[src/rtl/fetch_unit.sv]
// Instruction fetch front end: owns the fetch PC, issues reads to a synchronous
// instruction memory and buffers returned words with their PCs in a small
// prefetch FIFO whose head is presented to decode.
module fetch_unit #(
  parameter int unsigned              DATA_WIDTH   = 32,
  parameter logic [DATA_WIDTH-1:0]    RESET_VECTOR = '0,
  parameter int unsigned              FIFO_DEPTH   = 2
) (
  input  logic                  clk,
  input  logic                  rst_n,
  input  logic                  stall,
  input  logic                  PCSrc,
  input  logic [DATA_WIDTH-1:0] PCtargetIn,
  output logic                  imem_en,
  output logic [DATA_WIDTH-1:0] imem_addr,
  input  logic [DATA_WIDTH-1:0] imem_rdata,
  output logic [DATA_WIDTH-1:0] Instr,
  output logic [DATA_WIDTH-1:0] PC,
  output logic [DATA_WIDTH-1:0] PCPlus4,
  output logic                  valid
);

  localparam int unsigned PtrW = $clog2(FIFO_DEPTH);
  localparam int unsigned CntW = PtrW + 1;
  localparam int unsigned OccW = CntW + 1;
  localparam logic [OccW-1:0]       DepthOcc = OccW'(FIFO_DEPTH);
  localparam logic [DATA_WIDTH-1:0] Four     = DATA_WIDTH'(4);

  // Fetch PC and in-flight tracking
  logic [DATA_WIDTH-1:0] r_fpc;
  logic                  r_inflight;
  logic [DATA_WIDTH-1:0] r_tag;

  // Prefetch FIFO
  logic [DATA_WIDTH-1:0] r_mem_instr [FIFO_DEPTH];
  logic [DATA_WIDTH-1:0] r_mem_pc    [FIFO_DEPTH];
  logic [PtrW-1:0]       r_rptr;
  logic [PtrW-1:0]       r_wptr;
  logic [CntW-1:0]       r_count;

  // Last presented head, shown while the FIFO is empty
  logic [DATA_WIDTH-1:0] r_hold_instr;
  logic [DATA_WIDTH-1:0] r_hold_pc;
  logic [DATA_WIDTH-1:0] r_hold_pcp4;

  logic                  w_pop;
  logic                  w_push;
  logic                  w_issue;
  logic [OccW-1:0]       w_occ;
  logic [DATA_WIDTH-1:0] w_head_instr;
  logic [DATA_WIDTH-1:0] w_head_pc;
  logic [DATA_WIDTH-1:0] w_head_pcp4;

  assign valid        = (r_count != '0);
  assign w_pop        = valid & ~stall & ~PCSrc;
  // A return arriving during a redirect belongs to the abandoned path.
  assign w_push       = r_inflight & ~PCSrc;
  // Occupancy seen by the issue rule; pop only happens with count >= 1.
  assign w_occ        = OccW'(r_count) + OccW'(r_inflight) - OccW'(w_pop);
  // rst_n gates the strobe so no read is requested while reset is held.
  assign w_issue      = rst_n & ~PCSrc & (w_occ < DepthOcc);
  assign imem_en      = w_issue;
  assign imem_addr    = r_fpc;
  assign w_head_instr = r_mem_instr[r_rptr];
  assign w_head_pc    = r_mem_pc[r_rptr];
  assign w_head_pcp4  = w_head_pc + Four;

  // Head outputs: live FIFO head when valid, otherwise the last shown values
  always_comb begin
    Instr   = r_hold_instr;
    PC      = r_hold_pc;
    PCPlus4 = r_hold_pcp4;
    if (valid) begin
      Instr   = w_head_instr;
      PC      = w_head_pc;
      PCPlus4 = w_head_pcp4;
    end
  end

  // Fetch PC advance/redirect and in-flight tag
  always_ff @(posedge clk or negedge rst_n) begin
    if (!rst_n) begin
      r_fpc      <= RESET_VECTOR;
      r_inflight <= 1'b0;
      r_tag      <= '0;
    end else begin
      r_inflight <= w_issue;
      if (PCSrc) begin
        r_fpc <= {PCtargetIn[DATA_WIDTH-1:2], 2'b00};
      end else if (w_issue) begin
        r_fpc <= r_fpc + Four;
        r_tag <= r_fpc;
      end
    end
  end

  // FIFO storage write; contents need no reset since count gates visibility
  always_ff @(posedge clk) begin
    if (w_push) begin
      r_mem_instr[r_wptr] <= imem_rdata;
      r_mem_pc[r_wptr]    <= r_tag;
    end
  end

  // FIFO pointers and count, flushed on redirect
  always_ff @(posedge clk or negedge rst_n) begin
    if (!rst_n) begin
      r_rptr  <= '0;
      r_wptr  <= '0;
      r_count <= '0;
    end else if (PCSrc) begin
      r_rptr  <= '0;
      r_wptr  <= '0;
      r_count <= '0;
    end else begin
      r_wptr  <= r_wptr + PtrW'(w_push);
      r_rptr  <= r_rptr + PtrW'(w_pop);
      r_count <= r_count + CntW'(w_push) - CntW'(w_pop);
    end
  end

  // Capture the current head so outputs hold once the FIFO drains
  always_ff @(posedge clk or negedge rst_n) begin
    if (!rst_n) begin
      r_hold_instr <= '0;
      r_hold_pc    <= '0;
      r_hold_pcp4  <= '0;
    end else if (valid) begin
      r_hold_instr <= w_head_instr;
      r_hold_pc    <= w_head_pc;
      r_hold_pcp4  <= w_head_pcp4;
    end
  end

endmodule

[config.mk]
export PLATFORM = sky130hd
export DESIGN_NAME = fetch_unit
export DESIGN_NICKNAME = d
export VERILOG_FILES = /design/src/rtl/fetch_unit.sv
export SDC_FILE = /design/constraint.sdc
export NUM_CORES = 1
export LEC_CHECK = 0
export ABC_AREA = 1
export CORE_MARGIN = 2
export CORE_UTILIZATION = 45
export CTS_CLUSTER_SIZE = 20
export DETAILED_ROUTE_END_ITERATION = 10
export GPL_TIMING_DRIVEN = 0
export PLACE_DENSITY = 0.69
export SETUP_SLACK_MARGIN = 0.02
export SYNTH_ARGS = -nofsm -noshare
export SYNTH_HDL_FRONTEND = slang
export SYNTH_SLANG_ARGS = --single-unit
[constraint.sdc]
create_clock -name clk -period 4.94 [get_ports clk]
set_input_delay 0.988 -clock clk [delete_from_list [all_inputs] [get_ports clk]]
set_output_delay 0.988 -clock clk [all_outputs]
set_load 0.03 [all_outputs]
==> flow_summary.json <==
{
  "outcome": "complete, no violations",
  "core-area_um2": 26880,
  "numPortBuffers": 193,
  "cts.sinks": 285,
  "fin_crit_ps": 4677,
  "start_util": 0.4578,
  "ff_latch_area_um2": 7752,
  "nFillCells": 2304,
  "worst_pin_slew_ps": 916.4,
  "avgSynthCellArea_um2": 9.680,
  "switching_share": 0.3840,
  "grtUsageTotal": 0.2249,
  "critical_path.reg2reg.startpoint": "r_count[1]$_DFF_PN0_",
  "hold_violations": 0,
  "share_comb_of_total_power": 0.397,
  "layout_common_cells": "nand2_1 (338), clkdlybuf4s50_1 (191), nor2_1 (162), dfrtp_1 (161), edfxtp_1 (124)",
  "antenna_cells": 0,
  "crit_fanout": 10,
  "r2r_end": "imem_addr[12]$_DFFE_PN0P_",
  "drive_above_1_share": 0.07950,
  "clkTransAtPathRegs_ps": 60,
  "antenna_found_initial": 0,
  "holdWs_ps": 444.8,
  "rsz0062_at_grt": "no",
  "endpoint_kind": "primary output",
  "cts_max_path_buffers": 3,
  "skew_ps": 20.96,
  "die_h_um": 169.4,
  "place_congestion": 0.8689,
  "seqPwrFrac": 0.363,
  "yosys_most_used_dff": "dfrtp_1",
  "yosysWarningCount": 0,
  "max_freq_mhz": 213.8,
  "peakVddDrop_mv": 0.2641,
  "dp_hpwl_um": 22910,
  "rrSetupSlack_ps": 1510,
  "area_delta_synth_final_pct": 27.91,
  "ff2ff_path_depth": 13,
  "cp_data_arrival_time_ps": 3690,
  "seq_area_frac_synth": 0.6301,
  "setup_viol": 0,
  "vias": 9576,
  "cp-startpoint": "PCSrc",
  "globalRouteOverflowTotal": 0,
  "switchingPower_mw": 3.655,
  "cts_tree": "done",
  "synth_edf_count": 124,
  "die_x_um": 169.4,
  "cap_violations": 0,
  "remaining_drc_errors": 0,
  "p_leak_nw": 6.590,
  "multi_input_area_um2": 4003,
  "h-tree-depth": 1,
  "routedWlPerCell_um": 17.40,
  "clockPowerShare": 0.239,
  "synth_cell_types": 37,
  "hold_buffers": 0,
  "cts_root_buf": "clkbuf_16",
  "powerDensity_nw_per_um2": 604.9,
  "setup_tns_ps": 0,
  "crit_path_end": "imem_en",
  "nNetsFinal": 1574,
  "slew_viol_final": 0,
  "ant_nets": 0,
  "vias_per_cell": 5.140,
  "design.die.area_um2": 28680,
  "dr.first_iter.drc_count": 825,
  "first_pass_iters": 5,
  "synthArstFlopShare": 0.5649,
  "wl_um": 32420,
  "ys_ff_latch": 285,
  "relSlewSlack": 0.3891,
  "io_pins": 198,
  "mostFrequentLayoutCell": "nand2_1",
  "grt_pass1_wl_um": 50570,
  "min_period_over_period": 0.9468,
  "cts_made_buffers": 30,
  "grt_max_degree": 92,
  "crit_required_ps": 3950,
  "fin_util": 0.5855,
  "clk_latency_ps": 550,
  "hp-class": "in -> async",
  "syn_inst": 1271,
  "worstSetupStartpointType": "input pin",
  "grt_pass1_vias": 9386,
  "p_int_mw": 5.864,
  "crit_type": "in -> out",
  "syn-cell-area_um2": 12300,
  "rows": 60
}
-- routing by layer --
layer  GRT usage  up-vias  share of wire
li1            -     4648              -
met1      0.3196     4547           0.44
met2      0.3675      336           0.47
met3     0.03008       45          0.060
met4     0.05909        0          0.022
met5           0        -              0
-- stage by stage --
| stage | total power [mW] | setup WS [ps] | cells | area [um^2] |
|---|---|---|---|---|
| 2_1_floorplan | 5.675 | 786.1 | 1272 | 12310 |
| 4_1_cts | 9.580 | 98.41 | 1863 | 15730 |
| 6_report | 9.519 | 263.0 | 1863 | 15740 |
| 5_1_grt | 9.989 | 79.04 | 1863 | 15740 |
| 3_3_place_gp | 7.209 | -5329 | 1806 | 14670 |
| 3_5_place_dp | 7.275 | -854.4 | 1807 | 14720 |
-- area by class of cell --
type / count / area share
sequential: 285 / 0.4926
multi-input combinational: 847 / 0.2544
timing repair buffer: 195 / 0.1252
clock buffer: 37 / 0.05136
tap: 341 / 0.02711
inverter: 88 / 0.02123
buffer: 51 / 0.01574
clock inverter: 19 / 0.01232
-- cells in the mapped netlist (all sizes together), types with 9 or more instances --
cell / number / area [um^2]
nor2: 186 / 808.3
a21oi: 78 / 390.4
nand3: 82 / 410.4
nand2: 364 / 1466
nor3: 9 / 45.04
clkbuf: 26 / 97.59
o211ai: 9 / 67.56
dfrtp: 161 / 4029
o21ai: 60 / 300.3
buf: 26 / 153.9
inv: 88 / 330.3
nand4: 13 / 81.33
edfxtp: 124 / 3724
-- critical path: stages --
cell	delay (ps)
clkdlybuf4s50_1	450
buf_2	230
nor3_2	300
ha_1	280
inv_1	50
nand2_1	60
fa_1	470
nand2_1	60
nor2_1	130
nand2_1	140
clkinvlp_4	130
dlygate4sd2_1	400
-- worst min path at each step --
stage                                from                   endpoint  depth (start not counted)  slack [ps]
finish                              rst_n   imem_addr[7]$_DFFE_PN0P_                          1         440
global route        r_tag[28]$_DFFE_PN0P_  r_mem_pc[1][28]$_DFFE_PP_                          0         490
CTS                 r_tag[28]$_DFFE_PN0P_  r_mem_pc[0][28]$_DFFE_PP_                          0         470
detailed placement  r_tag[28]$_DFFE_PN0P_  r_mem_pc[1][28]$_DFFE_PP_                          0         460
global placement     r_tag[7]$_DFFE_PN0P_   r_mem_pc[0][7]$_DFFE_PP_                          0         450
floorplan           r_tag[10]$_DFFE_PN0P_  r_mem_pc[0][10]$_DFFE_PP_                          0         440
-- power groups by stage --
stage | sequential [mW] | clock [mW] | combinational (mW)
2_1_floorplan | 3.49 | 0 | 2.18
3_3_place_gp | 3.48 | 0 | 3.73
3_5_place_dp | 3.49 | 0 | 3.78
4_1_cts | 3.46 | 2.31 | 3.81
5_1_grt | 3.52 | 2.42 | 4.05
6_report | 3.46 | 2.28 | 3.78
-- flip-flops by register name, indices dropped and copies added, names as in the netlist, 2 cells and up --
signal        count
r_hold_instr     32
r_count           2
imem_addr        30
r_hold_pc        32
r_hold_pcp4      32
r_mem_instr      64
r_tag            30
r_mem_pc         60
-- cell families after synthesis --
family,after synthesis,share of synthesized area
flip-flops,285,0.6301
AO/OA/AOI/OAI,162,0.07109
multiplexers,1,0.0008136
AND/OR/NAND/NOR,663,0.2338
other,1,0.0003048
buffers and inverters,140,0.04729
XOR/XNOR,11,0.007831
adder cells (fa/ha/maj),8,0.008746
-- timing repair --
| action | CTS | global route |
|---|---|---|
| setup buffers | 1 | 0 |
| endpoints found under the setup margin | 1 | 1 |
| resized for setup | 2 | 1 |
Power figures use the tool's default switching activity.
